`src/rtl/fetch_ctrl_if.sv`:
```
// Instruction-memory fetch port: one request channel (valid/ready) and one
// response channel (valid only, in order, one fetch outstanding).
interface fetch_ctrl_if #(
  parameter int unsigned XLEN = 64,
  parameter int unsigned ILEN = 32
);
  logic            imem_req_valid;
  logic [XLEN-1:0] imem_req_addr;
  logic            imem_req_ready;
  logic            imem_rsp_valid;
  logic [ILEN-1:0] imem_rsp_data;

  modport master (
    output imem_req_valid,
    output imem_req_addr,
    input  imem_req_ready,
    input  imem_rsp_valid,
    input  imem_rsp_data
  );

  modport slave (
    input  imem_req_valid,
    input  imem_req_addr,
    output imem_req_ready,
    output imem_rsp_valid,
    output imem_rsp_data
  );
endinterface

```
`src/rtl/fetch_ctrl.sv`:
```
// PC sequencer and fetch-port controller: one fetch per PC, redirect handling
// (trap over branch), squash of in-flight fetches and a one-entry hold buffer.
module fetch_ctrl #(
  parameter int unsigned         XLEN     = 64,
  parameter int unsigned         ILEN     = 32,
  parameter logic [XLEN-1:0]     RESET_PC = '0
) (
  input  logic              clk,
  input  logic              rst,
  input  logic [XLEN-1:0]   current_pc,
  output logic [XLEN-1:0]   next_pc,
  output logic              pc_stall,
  input  logic              hazard_stall,
  input  logic              trap_valid,
  input  logic [XLEN-1:0]   trap_pc,
  input  logic              br_valid,
  input  logic [XLEN-1:0]   br_target,
  fetch_ctrl_if.master      imem,
  output logic              if_valid,
  output logic [ILEN-1:0]   if_inst,
  output logic [XLEN-1:0]   if_pc,
  output logic              if_flush
);

  typedef enum logic [2:0] {BOOT, REQ, WAIT, HOLD, DROP} state_e;

  state_e          state, state_nxt;
  logic [ILEN-1:0] hold_inst;
  logic [XLEN-1:0] hold_pc;
  logic            redirect;
  logic            deliver;
  logic            capture;
  logic [XLEN-1:0] redir_raw;
  logic [XLEN-1:0] redir_tgt;

  assign redirect  = rst && (state != BOOT) && (trap_valid || br_valid);
  assign redir_raw = trap_valid ? trap_pc : br_target;
  assign redir_tgt = {redir_raw[XLEN-1:2], 2'b00};
  assign deliver   = !redirect &&
                     (((state == WAIT) && imem.imem_rsp_valid && !hazard_stall) ||
                      ((state == HOLD) && !hazard_stall));
  assign capture   = !redirect && (state == WAIT) && imem.imem_rsp_valid && hazard_stall;

  always_ff @(posedge clk) begin
    if (!rst) begin
      state     <= BOOT;
      hold_inst <= '0;
      hold_pc   <= '0;
    end else begin
      state <= state_nxt;
      if (capture) begin
        hold_inst <= imem.imem_rsp_data;
        hold_pc   <= current_pc;
      end
    end
  end

  always_comb begin
    state_nxt = state;
    unique case (state)
      BOOT: state_nxt = REQ;
      REQ: begin
        // an accepted old-address request must have its response squashed
        if (imem.imem_req_ready) state_nxt = redirect ? DROP : WAIT;
        else                     state_nxt = REQ;
      end
      WAIT: begin
        if (redirect)                  state_nxt = imem.imem_rsp_valid ? REQ : DROP;
        else if (imem.imem_rsp_valid)  state_nxt = hazard_stall ? HOLD : REQ;
      end
      HOLD: begin
        if (redirect || !hazard_stall) state_nxt = REQ;
      end
      DROP: begin
        if (imem.imem_rsp_valid) state_nxt = REQ;
      end
      default: state_nxt = BOOT;
    endcase
  end

  always_comb begin
    imem.imem_req_valid = 1'b0;
    imem.imem_req_addr  = current_pc;
    if_valid            = 1'b0;
    if_inst             = (state == HOLD) ? hold_inst : imem.imem_rsp_data;
    if_pc               = (state == HOLD) ? hold_pc : current_pc;
    if_flush            = 1'b0;
    pc_stall            = 1'b1;
    next_pc             = current_pc;
    if (!rst) begin
      next_pc = RESET_PC;
    end else begin
      imem.imem_req_valid = (state == REQ);
      if (redirect) begin
        if_flush = 1'b1;
        pc_stall = 1'b0;
        next_pc  = redir_tgt;
      end else if (deliver) begin
        if_valid = 1'b1;
        pc_stall = 1'b0;
        next_pc  = current_pc + XLEN'(4);
      end
    end
  end

endmodule
```
`src/flat_wrapper.sv`:
```
// flat-port wrapper written by rule: the top's interface ports become plain ports
module fetch_ctrl_flat 
#(
  parameter int unsigned         XLEN     = 64,
  parameter int unsigned         ILEN     = 32,
  parameter logic [XLEN-1:0]     RESET_PC = '0
)
  (clk, rst, current_pc, next_pc, pc_stall, hazard_stall, trap_valid, trap_pc, br_valid, br_target, if_valid, if_inst, if_pc, if_flush, imem_imem_req_valid, imem_imem_req_addr, imem_imem_req_ready, imem_imem_rsp_valid, imem_imem_rsp_data);
  fetch_ctrl_if #(.XLEN(XLEN), .ILEN(ILEN)) imem_i ();
  input  logic clk;
  input  logic rst;
  input  logic [XLEN-1:0] current_pc;
  output logic [XLEN-1:0] next_pc;
  output logic pc_stall;
  input  logic hazard_stall;
  input  logic trap_valid;
  input  logic [XLEN-1:0] trap_pc;
  input  logic br_valid;
  input  logic [XLEN-1:0] br_target;
  output logic if_valid;
  output logic [ILEN-1:0] if_inst;
  output logic [XLEN-1:0] if_pc;
  output logic if_flush;
  output wire logic [$bits(imem_i.imem_req_valid)-1:0] imem_imem_req_valid;
  output wire logic [$bits(imem_i.imem_req_addr)-1:0] imem_imem_req_addr;
  input wire logic [$bits(imem_i.imem_req_ready)-1:0] imem_imem_req_ready;
  input wire logic [$bits(imem_i.imem_rsp_valid)-1:0] imem_imem_rsp_valid;
  input wire logic [$bits(imem_i.imem_rsp_data)-1:0] imem_imem_rsp_data;
  assign imem_imem_req_valid = imem_i.imem_req_valid;
  assign imem_imem_req_addr = imem_i.imem_req_addr;
  assign imem_i.imem_req_ready = imem_imem_req_ready;
  assign imem_i.imem_rsp_valid = imem_imem_rsp_valid;
  assign imem_i.imem_rsp_data = imem_imem_rsp_data;
  fetch_ctrl #(.XLEN(XLEN), .ILEN(ILEN), .RESET_PC(RESET_PC)) u_core (.clk(clk), .rst(rst), .current_pc(current_pc), .next_pc(next_pc), .pc_stall(pc_stall), .hazard_stall(hazard_stall), .trap_valid(trap_valid), .trap_pc(trap_pc), .br_valid(br_valid), .br_target(br_target), .imem(imem_i), .if_valid(if_valid), .if_inst(if_inst), .if_pc(if_pc), .if_flush(if_flush));
endmodule
```
`config.mk`:
```
export PLATFORM = sky130hd
export DESIGN_NAME = fetch_ctrl_flat
export DESIGN_NICKNAME = d
export VERILOG_FILES = /design/src/rtl/fetch_ctrl_if.sv /design/src/rtl/fetch_ctrl.sv /design/src/flat_wrapper.sv
export SDC_FILE = /design/constraint.sdc
export NUM_CORES = 1
export LEC_CHECK = 0
export ABC_AREA = 1
export BUFFER_PORTS_ARGS = -buffer_cell sky130_fd_sc_hd__buf_2
export CORE_AREA = 2 2 177 179
export CTS_BUF_LIST = sky130_fd_sc_hd__clkbuf_8
export CTS_CLUSTER_SIZE = 12
export DETAILED_ROUTE_END_ITERATION = 8
export DIE_AREA = 0 0 179 181
export MAX_ROUTING_LAYER = met4
export PLACE_DENSITY = 0.56
export REMOVE_ABC_BUFFERS = 1
export SKIP_CTS_REPAIR_TIMING = 1
export SLEW_MARGIN = 10
export SYNTH_ARGS = -nofsm -noshare
export SYNTH_HDL_FRONTEND = slang
export SYNTH_SLANG_ARGS = --single-unit
```
`constraint.sdc`:
```
create_clock -name clk -period 4.6 [get_ports clk]
set_input_delay 0.23 -clock clk [delete_from_list [all_inputs] [get_ports clk]]
set_output_delay 0.23 -clock clk [all_outputs]
set_load 0.005 [all_outputs]
```
# Word-level counts from Yosys, hierarchy flattened
# Cells that the tools add are included.
# W data, S select, Z words.
# word_totals
reg_bits,99
latch_bits,0
mem_bits_rw,0
rom_bits,0
input_bits,231
out_inout_bits,228
memories,0
# op_classes
add_sub_neg,1
mul,0
n_div,0
n_lt_le_gt_ge,0
n_eq_ne,7
shifts,0
mux,24
n_bitwise,0
reduce_logical,17
# op_table
cell,n
$mux W64,5
$add A64 B3 Y64 const B,1
$mux W32,1
$mux W3,7
$pmux W3 S5,1
$logic_and A1 B1 Y1,9
$mux W1,9
$eq A3 B2 Y1 const B,2
$ne A2 B2 Y1 const B,2
$eq A3 B1 Y1 const B,1
$eq A3 B3 Y1 const B,1
$logic_not A3 Y1,1
$logic_or A1 B1 Y1,3
$ne A3 B2 Y1 const B,1
$reduce_and A3 Y1,1
$reduce_bool A3 Y1,1
$logic_not A1 Y1,2
$mux W2,1

# Depth between registers and ports, before layout
# Gate-level depths: netlist of run 1.
# depth
word_depth,8
depth_mapped,13

# Least setup slack after synthesis of run 1
# OpenSTA, ideal clock, no wires.
# synth_path
path_type,reg-to-output
from,register u_core.state[0]
to,output next_pc[9]
arrival_time_ns,1.509
required_time_ns,4.370
setup_slack_ns,2.861
stages_incl_launch_ff,12
path_cell_list,dfxtp_1 > nor2_1 > nand2_1 > nand2_2 > inv_2 > buf_6 > a21oi_4 > buf_6 > nand3_1 > nand2_1 > nand3_1 > a21oi_1
# synth_between
elab_chain_cells,8
word_cells_on_any_way,14
classes_between,eq/ne (2); mux (3); reduce/logical (9)
# synth_rtl
item,line_no,source
from (decl),fetch_ctrl.sv:27,"state_e state, state_nxt;"
from (signal assigned),fetch_ctrl.sv:50,state <= state_nxt;
$eq A3 B2 Y1 / $reduce_bool A3 Y1 (equally long branches),"fetch_ctrl.sv:40, fetch_ctrl.sv:36",
"$logic_and A1 B1 Y1, on equally long branches (2 in series)","fetch_ctrl.sv:40, fetch_ctrl.sv:36",
$logic_or A1 B1 Y1 / $logic_not A1 Y1 (equally long branches),"fetch_ctrl.sv:40, fetch_ctrl.sv:39",
$logic_and A1 B1 Y1,fetch_ctrl.sv:39,assign deliver = !redirect &&
$mux W64,fetch_ctrl.sv:98,end else if (deliver) begin
$mux W64 *,fetch_ctrl.sv:94,if (redirect) begin
$mux W64 *,fetch_ctrl.sv:90,if (!rst) begin
to (decl),flat_wrapper.sv:13,output logic [XLEN-1:0] next_pc;
# Every way passes the cells marked *; elsewhere a longest branch is shown, timed or not.

# Worst setup path after layout of run 1
# layout_path
from,register u_core.state[1]
to,output next_pc[63]
# The elaborated chain is that of the path after synthesis.

==> qor.yml, run 1 <==
status: "finished, final reports clean"
synth_area_leaders: "dfxtp_1 22%, nand2_1 15%, o21ai_0 14%, nor2_1 13%, inv_1 7.5%"
grt_pass1_wl_um: 57200
place_area_um2: 11000
period_minus_slack_ps: 3230
timing.final.ws_setup_ps: 1370
whs_path_depth: 3
period_share_pct: 70.2
arrival_ps: 3000
grt_use_total_pct: 23.3
slew_violations: 0
design_power_total_mw: 2.61
crit_type: "reg2out"
max_slew_margin_pct: 22.7
routed-via-count: 11500
min_from: "imem_imem_rsp_data[25]"
dieWidth_um: 179
dieArea_um2: 32400
synth_seq_cells: 99
fp.coreArea_um2: 30300
nets: 2214
ir_drop_mv: 0.106
slowest_delay_ps: 670
yosys.cell_types.count: 36
synthDominantCellAreaShare_pct: 22.0
ys_seq_area_share_pct: 22.0
crit_chain: "inv_2, nor2_1, nand4_1, nand2_2, nand2_2, nor2_1, nand2_1, nand2_1, nand3_1, nand2_1, inv_1, buf_2"
final-seq-area_um2: 1980
multi_input_area_um2: 5480
clk_pin_slew_ps: 110
netlist_area_um2: 9020
cts_buffer_depth: 2
die_h_um: 181
end_kind: "output port"
cts_buffers: 9
worst_pin_slew_ps: 1160
cts.sinks: 99
hold_viol_final: 0
wl_per_cell_um: 16.1
crit_family: "simple AND/OR/NAND/NOR gates"
holdPathEnd: "u_core.hold_inst[25]"
reg2reg_to: "u_core.hold_inst[26]"
syn_avg_cell_area_um2: 5.42
ant_nets: 0
start_util_pct: 29.7
routabilityCongestion: 0.877
insertion_delay_ps: 400
fin_area_um2: 11200
wl_um: 38400
cts_tree: "yes"
r2r_slack_ps: 1920
maxCapViolCount: 0
drc_errors: 0
cpMaxStageDelayCell: "nor2_1"
post-place-ws_ps: 1550
rsz0062_at_grt: "false"
r2r-start: "u_core.state[0]"
cp_max_fo: 24
fp-row-count: 64
globalRouteOverflowTotal: 0
viasPerCell: 4.81
rr_worst_depth: 9
cp_num_buf_inv: 3
finClkSkew_ps: 11.3
synthToLayoutAreaGrowth_pct: 24.5
grt_start_max_net_pins: 163
crit_top_cell: "nand2_1"
yosysTopAreaCell: "dfxtp_1"
required_ps: 4370
drive_gt1_share_pct: 25.0
ys.flop_type: "dfxtp_1"
hold_class: "in2reg"
setup_violations: 0
ios: 459
cts_root_buf: "clkbuf_8"
io_buffers: 454
place_hpwl_um: 28400
yosys_warnings: 0
grt_pass1_vias: 10300
antenna_found_initial: 0
postLayoutCoreUtil_pct: 37.0
cellPowerDensity_nw_per_um2: 233
synthArstFlopShare_pct: 0
htreeDepth: 3
firstDrtPassIters: 5
fillCellCount: 3454
synth_edf_count: 0
syn-instance-count: 1666
drt-initial-drc-count: 639
n_antenna_cell: 0
leakage_nw: 5.46
fmax_mhz: 309
start_kind: "flip-flop"
-- sequential cells by signal (all words and copies together) (netlist names) --
signal and count:
u_core.hold_pc 64, u_core.hold_inst 32, u_core.state 3
-- how the worst max path moves through the flow --
stage	startpoint	end	slack (ps)	cells past startpoint
2_1_floorplan	rst	u_core.hold_inst[0]	-170	8
3_3_place_gp	rst	u_core.hold_inst[14]	1640	10
3_5_place_dp	rst	u_core.hold_inst[5]	1550	10
4_1_cts	u_core.state[1]	next_pc[63]	1300	12
5_1_grt	u_core.state[1]	next_pc[63]	1090	12
6_report	u_core.state[1]	next_pc[63]	1370	12
-- per-stage QoR --
stage	instances	setup TNS [ps]	hold slack, ps
3_5_place_dp	2367	0	440
2_1_floorplan	1508	-11490	368
6_report	2383	0	122
5_1_grt	2383	0	114
3_3_place_gp	2367	0	434
4_1_cts	2383	0	93.4
-- placed cells by master, fill, tap and decap left out, types with 4 or more instances in the layout --
cell	Yosys	routed
inv_2	3	4
buf_2	12	453
buf_4	67	10
nor3_1	14	14
o21ai_0	244	244
clkbuf_8	0	9
nand3_1	104	104
nor2_2	5	5
nand2_1	360	360
nand4_1	18	18
nor2_1	309	309
dfxtp_1	99	99
nand3b_1	14	14
inv_1	180	180
a21oi_1	125	125
-- kinds of logic (layout without fill, tap and decap cells) --
| family | Yosys count | in the layout | share of synthesized area [%] |
|---|---|---|---|
| simple gates | 838 | 838 | 38.3 |
| compound gates | 382 | 382 | 21.6 |
| buf+inv | 342 | 663 | 17.5 |
| flops | 99 | 99 | 22.0 |
| xor+xnor | 3 | 3 | 0.291 |
| fa+ha+maj | 1 | 1 | 0.139 |
| mux | 1 | 1 | 0.111 |
-- final cells by class --
class	count	area share (%)
Multi-Input combinational cell	1225	48.8
Timing Repair Buffer	463	20.9
Sequential cell	99	17.6
Inverter	184	6.17
Tap cell	396	4.41
Clock buffer	9	1.10
Clock inverter	7	1.04
-- where the power goes --
group / internal [mW] / switching, mW / leakage [nW]
logic: 0.359 / 0.633 / 4.54
clock network: 0.362 / 0.355 / 0.125
registers: 0.891 / 0.0130 / 0.799
total: 1.61 / 1.00 / 5.46
-- cell usage after synthesis (12+ instances only) --
library cell / number
clkbuf_1: 71
buf_2: 12
buf_4: 67
o21ai_0: 244
a21oi_1: 125
nand3b_1: 14
inv_1: 180
nor2_1: 309
nand4_1: 18
nor3_1: 14
dfxtp_1: 99
nand3_1: 104
nand2_1: 360
-- tightest hold or removal path: stages --
cell and delay, ps:
buf_2 80, o21ai_0 70, a21oi_1 100
-- routing by layer --
metal | global-route usage, % | up-vias | part of all wire, %
met5 | - | - | 0
li1 | - | 5882 | -
met2 | 39.0 | 395 | 48
met4 | 4.26 | 0 | 0.84
met1 | 30.3 | 5165 | 45
met3 | 2.84 | 17 | 6.2
No activity file was read; power rests on OpenSTA's default activity.
==> inputs of run 2 (changes only) <==
--- a/config.mk
+++ b/config.mk
@@ -5,15 +5,15 @@
 export SDC_FILE = /design/constraint.sdc
 export NUM_CORES = 1
 export LEC_CHECK = 0
-export ABC_AREA = 1
+export ABC_AREA = 0
 export BUFFER_PORTS_ARGS = -buffer_cell sky130_fd_sc_hd__buf_2
-export CORE_AREA = 2 2 177 179
+export CORE_AREA = 2 2 180 182
 export CTS_BUF_LIST = sky130_fd_sc_hd__clkbuf_8
 export CTS_CLUSTER_SIZE = 12
 export DETAILED_ROUTE_END_ITERATION = 8
-export DIE_AREA = 0 0 179 181
+export DIE_AREA = 0 0 182 184
 export MAX_ROUTING_LAYER = met4
-export PLACE_DENSITY = 0.56
+export PLACE_DENSITY = 0.54
 export REMOVE_ABC_BUFFERS = 1
 export SKIP_CTS_REPAIR_TIMING = 1
 export SLEW_MARGIN = 10
==> constraint.sdc (replaced) <==
create_clock -name clk -period 2.9 [get_ports clk]
set_input_delay 0.145 -clock clk [delete_from_list [all_inputs] [get_ports clk]]
set_output_delay 0.145 -clock clk [all_outputs]
set_load 0.005 [all_outputs]
==> run 2 against run 1 <==
Synthesized area fell by 7.8%. Critical path depth fell by 5. Sequential share of layout area rose by 0.14 points. Die area rose by 3.4%. Synthesized cell count fell by 34%. Critical path type unchanged. Largest cell class unchanged. Largest power group is now registers.
==> qor.yml, run 2 <==
max_slew_margin_pct: 56.5  # +34 points
r2r_slack_ps: 710  # -1210 ps
yosysMostFrequentCell: "nand2_1"
dieArea_um2: 33500  # +3.4%
dieWidth_um: 182  # +1.7%
crit_type: "reg2out"
antenna_found_initial: 1  # +1
reg2reg_to: "u_core.hold_pc[26]"
synth_seq_cells: 99  # unchanged
drc_errors: 0  # unchanged
cp_num_buf_inv: 2  # -1
nets: 1707  # -23%
yosys_warnings: 0  # unchanged
start_util_pct: 26.5  # -3.2 points
fp-row-count: 65  # +1.6%
ant_nets: 0  # unchanged
maxCapViolCount: 0  # unchanged
cpMaxStageDelayCell: "or3_4"
viasPerCell: 5.05  # +5.0%
final_cell_mix: "453 x buf_2, 218 x nand2_1, 138 x mux2_2, 122 x a21oi_1, 96 x dfxtp_1"
wl_um: 35700  # -7.0%
synthDominantCellAreaShare_pct: 23.8  # +1.8 points
place_area_um2: 10600  # -4.0%
hold_viol_final: 0  # unchanged
arrival_ps: 2600  # -400 ps
status: "finished, final reports clean"
ys_seq_area_share_pct: 23.8  # +1.8 points
period_minus_slack_ps: 2750
cts_root_buf: "clkbuf_8"
drive_gt1_share_pct: 46.6  # +22 points
holdPathEnd: "u_core.hold_inst[12]"
yosys-top-cells-count: "220 x nand2_1, 138 x mux2_2, 122 x a21oi_1, 99 x dfxtp_1, 64 x buf_4"
grt_pass1_vias: 8769  # -15%
synth_edf_count: 0  # unchanged
fp.coreArea_um2: 31400  # +3.4%
synthArstFlopShare_pct: 0  # unchanged
cts_buffers: 9  # unchanged
synthAdderAreaFrac_pct: 0.150  # +0.012 points
slew_violations: 0  # unchanged
synth_compound_area_share_pct: 18.1  # -3.6 points
io_buffers: 454  # unchanged
period_share_pct: 94.8
crit_top_cell: "or3_1"
ys.flop_type: "dfxtp_1"
r2r-start: "u_core.state[1]"
routabilityCongestion: 0.862  # -1.7%
design_power_total_mw: 3.41  # +30%
cts.sinks: 99  # unchanged
rr_worst_depth: 6  # -3
globalRouteOverflowTotal: 0  # unchanged
cp_max_fo: 10  # -58%
yosysTopAreaCell: "dfxtp_1"
insertion_delay_ps: 400  # about the same
top_regs: "u_core.hold_pc: 64 flops, u_core.hold_inst: 32 flops, u_core.state: 3 flops"
slowest_delay_ps: 450  # -220 ps
ios: 459  # unchanged
leakage_nw: 4.58  # -16%
firstDrtPassIters: 6  # +1
setup_violations: 0  # unchanged
wl_per_cell_um: 19.0  # +18%
synth_top_family_by_area: "simple AND/OR/NAND/NOR gates"
grt_use_total_pct: 20.8  # -2.6 points
drt-initial-drc-count: 409  # -36%
grt_start_max_net_pins: 111  # -32%
hold_class: "in2reg"
top_register: "u_core.hold_pc"
finClkSkew_ps: 25.8  # +14.4 ps
place_hpwl_um: 26400  # -7.0%
synth_area_leaders: "dfxtp_1 24%, mux2_2 19%, nand2_1 9.9%, a21oi_1 7.3%, buf_4 5.8%"
crit_chain: "or3_4, nand2_4, inv_2, or3_1, or3_1, a311oi_1, buf_2"
yosys.cell_types.count: 57  # +58%
min_from: "imem_imem_rsp_data[12]"
synthMuxAreaShare_pct: 19.4  # +19 points
cts_tree: "yes"
syn_avg_cell_area_um2: 7.61  # +41%
cts_buffer_depth: 2  # unchanged
synth_simple_gate_area_share_pct: 24.7  # -14 points
end_kind: "output port"
required_ps: 2760  # -1610 ps
synthToLayoutAreaGrowth_pct: 34.5
die_h_um: 184  # +1.7%
whs_path_depth: 3  # unchanged
netlist_area_um2: 8320  # -7.8%
worst_pin_slew_ps: 652  # -508 ps
routed-via-count: 9505  # -17%
htreeDepth: 3  # unchanged
post_synth_xor_area_fraction_pct: 3.05  # +2.8 points
clk_pin_slew_ps: 110  # about the same
start_kind: "flip-flop"
fin_area_um2: 11200  # -0.35%
grt_pass1_wl_um: 52200  # -8.7%
largest_register_ffs: 64  # unchanged
ir_drop_mv: 0.163  # +53%
fmax_mhz: 364
syn-instance-count: 1093  # -34%
crit_family: "simple AND/OR/NAND/NOR gates"
cellPowerDensity_nw_per_um2: 305  # +31%
layout_commonest_cell: "buf_2"
==> run 2: changes by cell type in the layout (fill, tap and decap cells not counted), sizes merged, moves of 18 or more <==
cell and delta:
a211oi +30, a31oi +18, buf +29, dlygate4sd3 +32, inv -176, mux2 +138
nand2 -145, nand3 -84, nor2 -294, o21ai -186, or3 +22
==> run 2: logic make-up (layout without fill, tap and decap cells) <==
| kind of cell | count (synthesis) | in the layout |
|---|---|---|
| simple gates | 400 | 400 |
| compound gates | 260 | 260 |
| buf+inv | 160 | 547 |
| mux | 144 | 144 |
| flops | 99 | 99 |
| xor+xnor | 29 | 29 |
| fa+ha+maj | 1 | 1 |
| other cells | 0 | 1 |
==> run 2: layout make-up <==
class	instances	area, um^2
clock inverter	6	55.1
timing repair buffer	524	2960
clock buffer	10	138
antenna	1	2.50
inverter	7	28.8
fill	3361	20200
sequential	99	1990
multi-input combinational	834	5520
tap	402	503
==> run 2: worst min-delay path: cells and delay by family <==
family	cells	cell delay [ps]
simple gates	1	50
compound gates	1	50
buf+inv	1	100
==> run 2: stage by stage <==
step	hold WS (ps)	setup TNS, ps	util [%]	setup slack (ps)	std cells
2_1_floorplan	263	-337230	-	-3040	940
3_3_place_gp	394	0	33.6	111	1826
3_5_place_dp	400	0	33.6	38.3	1826
4_1_cts	-51.6	-7680	34.2	-424	1842
5_1_grt	3.92	-19.0	35.7	-18.9	1883
6_report	6.25	0	35.7	152	1883
==> run 2: report_power, final <==
part,leakage [nW],switching [mW],total [mW],internal [mW]
Clock,0.0929,0.617,0.971,0.354
Sequential,0.799,0.00883,1.38,1.37
Combinational,3.69,0.560,1.06,0.501
==> run 2: layer usage <==
metal	part of all wire, %	GRT usage, %
met1	43	25.3
met5	0	-
met3	6.3	3.98
met2	49	35.7
met4	1.3	4.39
==> run 2: worst max path at each step <==
stage / start / end / slack, ps / depth (start not counted)
floorplan: u_core.state[1] / u_core.hold_inst[0] / -3040 / 5
global placement: u_core.state[1] / next_pc[52] / 110 / 6
detailed placement: u_core.state[1] / next_pc[54] / 40 / 6
CTS: u_core.state[1] / next_pc[54] / -420 / 6
global route: u_core.state[2] / next_pc[54] / -20 / 8
finish: u_core.state[2] / next_pc[54] / 150 / 7
==> inputs of run 3 (changes only) <==
--- a/config.mk
+++ b/config.mk
@@ -13,7 +13,6 @@
 export DETAILED_ROUTE_END_ITERATION = 8
 export DIE_AREA = 0 0 182 184
 export MAX_ROUTING_LAYER = met4
-export PLACE_DENSITY = 0.54
 export REMOVE_ABC_BUFFERS = 1
 export SKIP_CTS_REPAIR_TIMING = 1
 export SLEW_MARGIN = 10
==> run 3 against run 2 <==
The run now ends with negative hold slack left. Highest routed layer unchanged. Final cell count increased by 0.21%. Sequential share of layout area down 0.16 points. Clock power increased by 2.9%. Cell area rose by 0.49%. Count of clock-buffer cells in the layout fell by 1. Sequential cell count unchanged. Combinational power about the same. Register-to-register slack better by 90 ps. First-iteration DRC count shrank 2.2%. Largest power group unchanged. Die area stayed put.
==> qor.yml, run 3 (same netlist as run 2, synthesis figures left out) <==
place_hpwl_um: 25900  # -1.9%
cts_buffers: 9  # unchanged
period_minus_slack_ps: 2770  # +26.4 ps
cp_max_fo: 14  # +4
antenna_found_initial: 0  # -1
nets: 1712  # +0.29%
arrival_ps: 2630  # +30 ps
period_share_pct: 95.7  # +0.91 points
leakage_nw: 4.62  # +0.80%
synthToLayoutAreaGrowth_pct: 35.2
grt_pass1_vias: 8560  # -2.4%
grt_pass1_wl_um: 50100  # -4.0%
r2r_slack_ps: 800  # +90 ps
fp.coreArea_um2: 31400  # unchanged
largest_register_ffs: 64  # unchanged
fmax_mhz: 360  # -0.95%
worst_pin_slew_ps: 834  # +182 ps
place_area_um2: 10600  # +0.45%
timing.final.ws_setup_ps: 125  # -26.4 ps
cts_buffer_depth: 2  # unchanged
start_kind: "flip-flop"
max_slew_margin_pct: 43.9  # -13 points
hold_viol_final: 3  # +3
die_h_um: 184  # unchanged
rr_worst_depth: 7  # +1
whs_path_depth: 3  # unchanged
ant_nets: 0  # unchanged
dieArea_um2: 33500  # unchanged
r2r-start: "u_core.state[1]"
post-place-ws_ps: 43.7  # +5.36 ps
routabilityCongestion: 0.832  # -3.4%
clk_pin_slew_ps: 110  # about the same
firstDrtPassIters: 5  # -1
wl_per_cell_um: 18.6  # -1.9%
drive_gt1_share_pct: 46.9  # +0.31 points
reg2reg_to: "u_core.hold_pc[40]"
n_antenna_cell: 0  # -1
cts_root_buf: "clkbuf_8"
cellPowerDensity_nw_per_um2: 306  # +0.61%
end_kind: "output port"
insertion_delay_ps: 410  # about the same
design_power_total_mw: 3.45  # +1.1%
hold_class: "in2reg"
layout_commonest_cell: "buf_2"
drc_errors: 0  # unchanged
postLayoutCoreUtil_pct: 35.8  # +0.18 points
fin_worst_hold_slack_ps: -10.5  # -16.7 ps
fin_area_um2: 11200  # +0.49%
top_register: "u_core.hold_pc"
drt-initial-drc-count: 400  # -2.2%
io_buffers: 454  # unchanged
required_ps: 2760  # about the same
slew_violations: 0  # unchanged
htreeDepth: 3  # unchanged
cts_tree: "yes"
maxCapViolCount: 0  # unchanged
grt_use_total_pct: 20.1  # -0.66 points
final_cell_mix: "453 x buf_2, 218 x nand2_1, 138 x mux2_2, 122 x a21oi_1, 99 x dfxtp_1"
routed-via-count: 9424  # -0.85%
fp-row-count: 65  # unchanged
status: "finished, violations left"
final_cells: 1887  # +0.21%
top_regs: "u_core.hold_pc: 64 flops, u_core.hold_inst: 32 flops, u_core.state: 3 flops"
finClkSkew_ps: 13.0  # -12.8 ps
grt_start_max_net_pins: 83  # -25%
globalRouteOverflowTotal: 0  # unchanged
cts.sinks: 99  # unchanged
fin_tns_setup_ps: 0  # unchanged
ios: 459  # unchanged
dieWidth_um: 182  # unchanged
ir_drop_mv: 0.191  # +17%
wl_um: 35100  # -1.7%
holdPathEnd: "u_core.hold_inst[16]"
start_util_pct: 26.5  # unchanged
min_from: "imem_imem_rsp_data[16]"
crit_type: "reg2out"
viasPerCell: 4.99  # -1.1%
violations: "negative hold slack"
dp.cells: 1834  # +0.44%
setup_violations: 0  # unchanged
## run 3: worst max-delay path, cell delays in order (launching register included)
cell and delay, ps:
dfxtp_1 340, buf_4 200, o21bai_4 140, nor4_4 220, buf_4 180, nand4_1 90, buf_4 210, or4_1 470
a31oi_4 220, buf_2 150
## run 3: cell type report
| type | count | area (um^2) |
|---|---|---|
| fill | 3313 | 20100 |
| clock buffer | 9 | 124 |
| inverter | 7 | 28.8 |
| multi-input combinational | 834 | 5550 |
| tap | 402 | 503 |
| timing repair buffer | 529 | 2980 |
| sequential | 99 | 1980 |
| clock inverter | 7 | 83.8 |
## run 3: power breakdown
group	internal, mW	switching [mW]	leakage (nW)
Clock	0.416	0.583	0.108
Sequential	1.37	0.00402	0.798
Combinational	0.508	0.568	3.71
Total	2.29	1.15	4.62
## run 3: how the worst max path moves through the flow
stage / startpoint / end / cells past startpoint
after global routing: current_pc[29] / next_pc[60] / 7
after detailed placement: u_core.state[2] / next_pc[58] / 7
after CTS: u_core.state[2] / next_pc[58] / 7
final: u_core.state[0] / next_pc[59] / 9
after floorplan: u_core.state[1] / u_core.hold_inst[0] / 5
after global placement: u_core.state[2] / next_pc[29] / 7
## run 3: per-layer routing
metal  GRT usage (%)  wire length, um
met5               -                0
met4            5.77              622
met1            24.2            15100
met2            35.2            17500
met3            2.61             1870
